`config.mk`:
```
export PLATFORM = sky130hd
export DESIGN_NAME = memory_bus_arbiter
export DESIGN_NICKNAME = d
export VERILOG_FILES = /design/src/rtl/memory_bus_arbiter.sv
export SDC_FILE = /design/constraint.sdc
export NUM_CORES = 1
export LEC_CHECK = 0
export ABC_CLOCK_PERIOD_IN_PS = 3800
export BUFFER_PORTS_ARGS = -buffer_cell sky130_fd_sc_hd__buf_2
export CAP_MARGIN = 30
export CORE_MARGIN = 2
export CORE_UTILIZATION = 45
export CTS_CLUSTER_SIZE = 14
export DETAILED_ROUTE_END_ITERATION = 7
export PLACE_DENSITY = 0.78
export SETUP_SLACK_MARGIN = 0.3
export SKIP_CTS_REPAIR_TIMING = 1
export SYNTH_ARGS = -nofsm -noshare
export SYNTH_HDL_FRONTEND = slang
export SYNTH_SLANG_ARGS = --single-unit
export TNS_END_PERCENT = 5
```
`constraint.sdc`:
```
create_clock -name clk -period 3.8 [get_ports clk]
set_input_delay 0.57 -clock clk [delete_from_list [all_inputs] [get_ports clk]]
set_output_delay 0.57 -clock clk [all_outputs]
set_load 0.02 [all_outputs]
```
`src/rtl/memory_bus_arbiter.sv`:
```
// memory_bus_arbiter: shares one memory port between fetch and load/store,
// with fetch starvation protection and a bus timeout.
module memory_bus_arbiter #(
    parameter int X_LENGTH     = 32,
    parameter int MEMORY_WIDTH = 32,
    parameter int STARVE_LIMIT = 4,
    parameter int TIMEOUT      = 16
) (
    input  logic                      clk,
    input  logic                      rst_n,
    input  logic                      if_req,
    input  logic [X_LENGTH-1:0]       if_addr,
    output logic                      if_ready,
    output logic [MEMORY_WIDTH-1:0]   if_rdata,
    input  logic                      ls_req,
    input  logic                      ls_we,
    input  logic [X_LENGTH-1:0]       ls_addr,
    input  logic [MEMORY_WIDTH-1:0]   ls_wdata,
    input  logic [MEMORY_WIDTH/8-1:0] ls_wstrb,
    output logic                      ls_ready,
    output logic [MEMORY_WIDTH-1:0]   ls_rdata,
    output logic                      bus_error,
    output logic                      mem_req,
    output logic                      mem_we,
    output logic [X_LENGTH-1:0]       mem_addr,
    output logic [MEMORY_WIDTH-1:0]   mem_wdata,
    output logic [MEMORY_WIDTH/8-1:0] mem_wstrb,
    input  logic                      mem_ack,
    input  logic [MEMORY_WIDTH-1:0]   mem_rdata
);
    typedef enum logic [1:0] {IDLE, GRANT, DONE} state_t;

    state_t     state, state_next;
    logic       winner_ls;
    logic [3:0] starve_cnt;
    logic [7:0] tmo_cnt;
    logic       any_req, contested, pick_ls, timed_out, finish;

    always_comb begin
        any_req    = if_req || ls_req;
        contested  = if_req && ls_req;
        pick_ls    = ls_req && !(if_req && starve_cnt == 4'(STARVE_LIMIT));
        // an ack in the final allowed cycle wins over the timeout
        timed_out  = !mem_ack && tmo_cnt == 8'(TIMEOUT - 1);
        finish     = mem_ack || timed_out;
        state_next = state;
        case (state)
            IDLE:    state_next = any_req ? GRANT : IDLE;
            GRANT:   state_next = finish ? DONE : GRANT;
            DONE:    state_next = IDLE;
            default: state_next = IDLE;
        endcase
    end

    always_ff @(posedge clk or negedge rst_n) begin
        if (!rst_n) state <= IDLE;
        else        state <= state_next;
    end

    always_ff @(posedge clk or negedge rst_n) begin
        if (!rst_n) begin
            winner_ls  <= 1'b0;
            starve_cnt <= '0;
            tmo_cnt    <= '0;
            if_ready   <= 1'b0;
            ls_ready   <= 1'b0;
            bus_error  <= 1'b0;
            if_rdata   <= '0;
            ls_rdata   <= '0;
            mem_req    <= 1'b0;
            mem_we     <= 1'b0;
            mem_addr   <= '0;
            mem_wdata  <= '0;
            mem_wstrb  <= '0;
        end else begin
            if_ready  <= 1'b0;
            ls_ready  <= 1'b0;
            bus_error <= 1'b0;
            if (state == IDLE && any_req) begin
                winner_ls  <= pick_ls;
                mem_req    <= 1'b1;
                mem_we     <= pick_ls && ls_we;
                mem_addr   <= pick_ls ? ls_addr : if_addr;
                mem_wdata  <= pick_ls ? ls_wdata : '0;
                mem_wstrb  <= pick_ls ? ls_wstrb : '0;
                tmo_cnt    <= '0;
                // a contested ls win is only possible below the limit, so +1 never overflows it
                starve_cnt <= pick_ls ? starve_cnt + 4'(contested) : '0;
            end
            if (state == GRANT) begin
                if (finish) begin
                    mem_req   <= 1'b0;
                    if_ready  <= !winner_ls;
                    ls_ready  <= winner_ls;
                    bus_error <= timed_out;
                    if (!winner_ls)
                        if_rdata <= mem_ack ? mem_rdata : '0;
                    else if (!mem_we || timed_out)
                        ls_rdata <= mem_ack ? mem_rdata : '0;
                end else begin
                    tmo_cnt <= tmo_cnt + 8'd1;
                end
            end
        end
    end
endmodule

```
==> results.sh, run 1 <==
export IMPL_rsz0062_at_grt="false"
export IMPL_drive_gt1_share_pct=45.1
export IMPL_worst_setup_path_type="reg -> reg"
export IMPL_grt_usage_pct=23.4
export IMPL_drt_iter0_markers=363
export IMPL_relSlewSlack_pct=35.3
export IMPL_floorplan_die_height_um=118
export IMPL_cts_buffers=17
export IMPL_ant_nets=0
export IMPL_clk_latency_ns=0.40
export IMPL_fmax_mhz=367
export IMPL_hold_viol=0
export IMPL_seq_area_frac_synth_pct=65.2
export IMPL_cts_root_buf="clkbuf_16"
export IMPL_arrival_ns=3.00
export IMPL_worstSetupEndpointType="register"
export IMPL_initial_core_util_pct=46.2
export IMPL_place_hpwl_mm=11.1
export IMPL_synthCells=423
export IMPL_path_clk_slew_ns=0.06
export IMPL_clk_path_buf_depth=2
export IMPL_ys_seq_elements=152
export IMPL_start_kind="register"
export IMPL_diodes=0
export IMPL_synth_edf_count=0
export IMPL_dieArea_um2=13900
export IMPL_core_area_um2=12600
export IMPL_critPathRequiredTime_ns=4.08
export IMPL_drc=0
export IMPL_grt_max_degree=117
export IMPL_ys_flop_type="dfrtp_1"
export IMPL_grt_pass1_vias=4920
export IMPL_p_per_area_nw_per_um2=939
export IMPL_grt_pass1_wl_mm=25.8
export IMPL_antenna_found_initial=0
export IMPL_netlist_top_cells_count="dfrtp_1, a22o_1, and3_1, a221o_1, clkbuf_1"
export IMPL_min_period_ns=2.72
export IMPL_routabilityCongestion=0.829
export IMPL_rows=41
export IMPL_fin_nets=830
export IMPL_crit_fanout=38
export IMPL_finalSetupTns_ns=0
export IMPL_skew_ns=0.00706
export IMPL_wl_per_cell_um=18.4
export IMPL_portBuffers=274
export IMPL_slew_violations=0
export IMPL_power_leakage_uw=0.00434
export IMPL_synth_area_top_cells="dfrtp_1, a22o_1, a221o_1, and3_1, clkbuf_1"
export IMPL_fin_crit_sh_pct=71.6
export IMPL_cts_max_level=4
export IMPL_max_cap_violations=0
export IMPL_tightest_slew_ns=0.971
export IMPL_holdCritPathClass="in -> async"
export IMPL_vias_per_cell=5.53
export IMPL_syn2layout_area_growth_pct=36.9
export IMPL_syn_area_um2=5830
export IMPL_routed_wl_mm=16.0
export IMPL_die_w_um=118
export IMPL_post_synth_top_area_cell="dfrtp_1"
export IMPL_synthDistinctLibCells=33
export IMPL_grt_overflow_total=0
export IMPL_synthArstFlopShare_pct=100
export IMPL_synthDominantCellAreaShare_pct=65.2
export IMPL_setup_viol=0
export IMPL_syn_avg_cell_area_um2=13.8
export IMPL_synth_most_common_cell="dfrtp_1"
export IMPL_cts_tree="yes"
export IMPL_syn_num_nets=564
export IMPL_power_uw=7500
export IMPL_drt_first_pass_iters=4
export IMPL_status="finished clean"
export IMPL_clock_sinks=152
export IMPL_pin_count=275
export IMPL_vias=4825
export IMPL_yosys_warnings=0
export IMPL_ir_drop_mv=0.487
export IMPL_fillCellCount=994
critical path, cell delays in order (launching register included):
cell and delay, ns:
dfrtp_1 0.41, or4b_4 0.54, o21ai_4 0.62, nor2_4 0.31, buf_4 0.35, a221o_1 0.34
sequential cells by signal (all words and copies together) (netlist names):
name and cells:
if_ready 1, ls_ready 1, mem_we 1, mem_req 1
if_rdata 32, state 2, mem_addr 32, ls_rdata 32
winner_ls 1, bus_error 1, starve_cnt 4, mem_wdata 32
tmo_cnt 8, mem_wstrb 4
path summary, 6_finish.rpt:
| path | from | end | slack, ns | cells past startpoint |
|---|---|---|---|---|
| worst max register to register | starve_cnt[1] | mem_addr[22] | 1.08 | 5 |
| min in group clk | ls_wdata[19] | mem_wdata[19] | 0.37 | 2 |
| worst max-delay path | starve_cnt[1] | mem_addr[22] | 1.08 | 5 |
| max in group asynchronous | rst_n | if_rdata[28] | 2.72 | 3 |
| worst min-delay path | rst_n | if_rdata[4] | 0.05 | 1 |
| worst min register to register | tmo_cnt[7] | tmo_cnt[7] | 0.48 | 1 |
area by class of cell:
class / count / area (um^2) / share of cell area, %
sequential: 152 / 3800 / 47.6
inverter: 6 / 22.5 / 0.282
multi-input combinational: 229 / 1850 / 23.1
clock inverter: 7 / 116 / 1.46
timing repair buffer: 283 / 1490 / 18.7
clock buffer: 23 / 488 / 6.11
tap: 172 / 215 / 2.70
per-layer routing:
metal | up-vias | global-route usage [%] | wire length, um
li1 | 2183 | - | -
met1 | 2376 | 29.3 | 6500
met2 | 251 | 38.6 | 8100
met3 | 15 | 6.64 | 1210
met4 | 0 | 9.04 | 230
met5 | - | 0 | 0
report_power, final:
| part | total [uW] | internal [uW] | switching (uW) |
|---|---|---|---|
| sequential | 2770 | 2330 | 437 |
| combinational | 3010 | 1190 | 1820 |
| clock | 1710 | 1100 | 616 |
placed cells by master (no fill, tap or decap), types with 2 or more instances in the layout:
cell,netlist,routed
o211ai_1,4,4
buf_4,0,6
a22o_1,104,104
inv_1,6,6
mux2i_1,2,2
nor2_1,6,6
nand3_1,6,6
nor3_1,3,3
o21a_1,3,3
nand2_1,6,6
ha_1,3,3
clkbuf_8,0,4
o21ai_4,1,2
and3_1,35,35
buf_2,11,273
nor2b_1,3,3
bufinv_16,0,3
a221o_1,32,32
nor4_1,4,4
o21ai_0,4,4
clkinv_2,0,2
dfrtp_1,152,152
buf_16,0,2
clkbuf_16,0,17
clkbuf_1,22,2
through the flow:
stage / utilization (%) / setup WS, ns / cell area (um^2) / instances / hold WS (ns)
floorplan: - / 1.92 / 5830 / 423 / 0.274
global placement: 57.9 / 0.936 / 7310 / 839 / 0.471
detailed placement: 58.3 / 0.834 / 7350 / 841 / 0.481
CTS: 63.1 / 1.07 / 7960 / 871 / 0.351
global route: 63.3 / 0.923 / 7990 / 872 / 0.0542
finish: 63.3 / 1.08 / 7990 / 872 / 0.0519
cell families after synthesis:
group / after synthesis / share of synthesized area, %
AND/OR/NAND/NOR: 70 / 7.04
multiplexers: 2 / 0.343
AO/OA/AOI/OAI: 153 / 23.3
flip-flops: 152 / 65.2
buffers and inverters: 42 / 3.33
adder cells (fa/ha/maj): 3 / 0.644
XOR/XNOR: 1 / 0.150
No activity file was read; power rests on OpenSTA's default activity.
==> run 2: changes to the inputs <==
--- a/config.mk
+++ b/config.mk
@@ -5,14 +5,15 @@
 export SDC_FILE = /design/constraint.sdc
 export NUM_CORES = 1
 export LEC_CHECK = 0
-export ABC_CLOCK_PERIOD_IN_PS = 3800
+export ABC_AREA = 1
+export ABC_CLOCK_PERIOD_IN_PS = 2300
 export BUFFER_PORTS_ARGS = -buffer_cell sky130_fd_sc_hd__buf_2
 export CAP_MARGIN = 30
 export CORE_MARGIN = 2
-export CORE_UTILIZATION = 45
+export CORE_UTILIZATION = 44
 export CTS_CLUSTER_SIZE = 14
 export DETAILED_ROUTE_END_ITERATION = 7
-export PLACE_DENSITY = 0.78
+export PLACE_DENSITY = 0.77
 export SETUP_SLACK_MARGIN = 0.3
 export SKIP_CTS_REPAIR_TIMING = 1
 export SYNTH_ARGS = -nofsm -noshare
==> constraint.sdc (replaced) <==
create_clock -name clk -period 2.3 [get_ports clk]
set_input_delay 0.345 -clock clk [delete_from_list [all_inputs] [get_ports clk]]
set_output_delay 0.345 -clock clk [all_outputs]
set_load 0.02 [all_outputs]
==> run 2 against run 1 <==
Non-clock buffer count rose by 18. Combinational power up 61%. Largest cell class unchanged. Synthesized area is 17% higher. Flip-flop and latch count is the same. Highest routed layer unchanged.
==> results.sh, run 2 <==
export IMPL_finalInstanceArea_um2=8970
export IMPL_grt_usage_pct=23.8
export IMPL_cts_max_level=4
export IMPL_hold_viol=0
export IMPL_syn_avg_cell_area_um2=8.35
export IMPL_vias=6649
export IMPL_cts_buffers=17
export IMPL_worstSetupEndpointType="register"
export IMPL_rsz0062_at_grt="false"
export IMPL_relSlewSlack_pct=55.5
export IMPL_place_hpwl_mm=13.3
export IMPL_grt_pass1_vias=6194
export IMPL_syn_area_um2=6840
export IMPL_crit_chain="ha_1, nand2_2, nor2_4, nand3_4, nand2_8, nand3_2, buf_4, nand2_1, nand2_1"
export IMPL_drc=0
export IMPL_start_kind="register"
export IMPL_arrival_ns=2.10
export IMPL_seq_area_frac_synth_pct=55.6
export IMPL_ir_drop_mv=0.692
export IMPL_place_area_um2=8330
export IMPL_status="finished clean"
export IMPL_synthDominantCellAreaShare_pct=55.6
export IMPL_routabilityCongestion=0.850
export IMPL_portBuffers=274
export IMPL_crit_fanout=33
export IMPL_pin_count=275
export IMPL_critPathTopFamily="simple AND/OR/NAND/NOR gates"
export IMPL_vias_per_cell=5.18
export IMPL_antenna_found_initial=1
export IMPL_setup_viol=0
export IMPL_holdCritPathClass="in -> reg"
export IMPL_ant_nets=0
export IMPL_critPathBufInv=1
export IMPL_rows=45
export IMPL_min_period_ns=1.79
export IMPL_ys_flop_type="dfrtp_1"
export IMPL_drt_first_pass_iters=7
export IMPL_clk_path_buf_depth=2
export IMPL_cts_root_buf="clkbuf_16"
export IMPL_slew_violations=0
export IMPL_fin_crit_sh_pct=77.8
export IMPL_yosys_warnings=0
export IMPL_worst_setup_path_type="reg -> reg"
export IMPL_p_switching_uw=5200
export IMPL_dieArea_um2=16600
export IMPL_dp_slack_ns=0.431
export IMPL_power_uw=11800
export IMPL_fmax_mhz=559
export IMPL_cp_common_cell="nand2_1"
export IMPL_grt_overflow_total=0
export IMPL_ys_seq_elements=152
export IMPL_finalSetupTns_ns=0
export IMPL_initial_core_util_pct=45.0
export IMPL_wl_per_cell_um=15.2
export IMPL_tightest_slew_ns=0.667
export IMPL_p_sw_share_pct=44.0
export IMPL_routed_wl_mm=19.5
export IMPL_grt_max_degree=53
export IMPL_drive_gt1_share_pct=32.1
export IMPL_power_internal_uw=6640
export IMPL_synth_most_common_cell="nand2_1"
export IMPL_diodes=0
export IMPL_drt_iter0_markers=521
export IMPL_power_leakage_uw=0.00530
export IMPL_fin_nets=1223
export IMPL_synth_area_top_cells="dfrtp_1, nand2_1, nand4_1, nand3_1, inv_1"
export IMPL_die_w_um=129
export IMPL_p_per_area_nw_per_um2=1320
export IMPL_fillCellCount=1392
export IMPL_synthArstFlopShare_pct=100
export IMPL_power_frac_clock_pct=22.3
export IMPL_final_common_cell="nand2_1"
export IMPL_clock_sinks=152
export IMPL_synth_edf_count=0
export IMPL_syn_num_nets=960
export IMPL_synthDistinctLibCells=25
export IMPL_critPathRequiredTime_ns=2.61
export IMPL_power_frac_seq_pct=36.6
export IMPL_clk_latency_ns=0.43
export IMPL_max_cap_violations=0
export IMPL_skew_ns=0.00756
export IMPL_floorplan_die_height_um=129
export IMPL_mostFrequentLayoutCells="nand2_1, buf_2, dfrtp_1"
export IMPL_max_stage_delay_ns=0.42
export IMPL_cts_tree="yes"
export IMPL_pwr_share_comb_pct=41.1
export IMPL_core_area_um2=15200
export IMPL_post_synth_top_area_cell="dfrtp_1"
export IMPL_netlist_top_cells_count="nand2_1, dfrtp_1, nand4_1, nand3_1, inv_1"
export IMPL_path_clk_slew_ns=0.07
export IMPL_grt_pass1_wl_mm=31.3
export IMPL_slowest_stage="dfrtp_1"
export IMPL_fin_ws_ns=0.511
export IMPL_syn2layout_area_growth_pct=31.1
export IMPL_synthCells=819
==> run 2: cell count changes after synthesis, sizes merged, moves of 4 or more <==
cell,previous run,this run
clkbuf,22,32
nand2,6,346
inv,6,52
buf,14,26
a221o,32,0
and3,35,0
a22o,104,0
nor4,4,0
o211ai,4,0
nand3,6,74
nor2,7,23
nand4,0,100
==> run 2: kinds of logic after synthesis <==
logic type / Yosys count / share of synthesized area, %
buf+inv: 110 / 7.21
compound gates: 8 / 0.750
flops: 152 / 55.6
fa+ha+maj: 3 / 0.549
simple gates: 544 / 35.6
xor+xnor: 2 / 0.256
==> run 2: power by group through the flow <==
stage	Combinational (uW)	Sequential, uW	Clock (uW)
CTS	4880	4330	2690
detailed placement	4910	4330	0
global placement	4780	4350	0
floorplan	1920	5490	0
finish	4860	4340	2640
global route	5370	4450	2790
==> run 2: worst min-delay path, cell delays in order <==
cell and delay, ns:
buf_2 0.07, nand2_1 0.04, nand2_1 0.04
==> run 2: stage by stage <==
step,util (%),instances,hold WS (ns)
floorplan,-,819,0.0494
global placement,54.8,1244,0.327
detailed placement,54.8,1244,0.328
CTS,58.5,1276,-0.130
global route,59.0,1283,0.0915
finish,59.0,1283,0.106
==> run 2: worst paths after layout <==
check                            startpoint       endpoint  slack (ns)  depth (start not counted)
worst max-delay path             tmo_cnt[0]    if_rdata[7]        0.51                          9
worst min-delay path            ls_wdata[3]   mem_wdata[3]        0.11                          3
worst max register to register   tmo_cnt[0]    if_rdata[7]        0.51                          9
worst min register to register  ls_rdata[4]    ls_rdata[4]        0.47                          2
max in group asynchronous             rst_n  mem_wdata[19]        1.18                          3
min in group asynchronous             rst_n   ls_rdata[27]        0.43                          2
==> run 2: per-layer routing <==
layer  global-route usage, %  wire, um  vias to the layer above
met2                    36.7      9090                      326
met5                       0         0                        -
met4                    8.82       386                        0
met1                    33.0      8320                     3095
met3                    5.82      1670                       31
li1                        -         -                     3197
==> run 2: layout make-up <==
class	count	area, um^2	share of cell area (%)
Inverter	52	195	2.18
Clock inverter	15	138	1.53
Sequential cell	152	3800	42.4
Tap cell	188	235	2.62
Timing Repair Buffer	301	1600	17.8
Multi-Input combinational cell	558	2580	28.7
Clock buffer	17	425	4.74
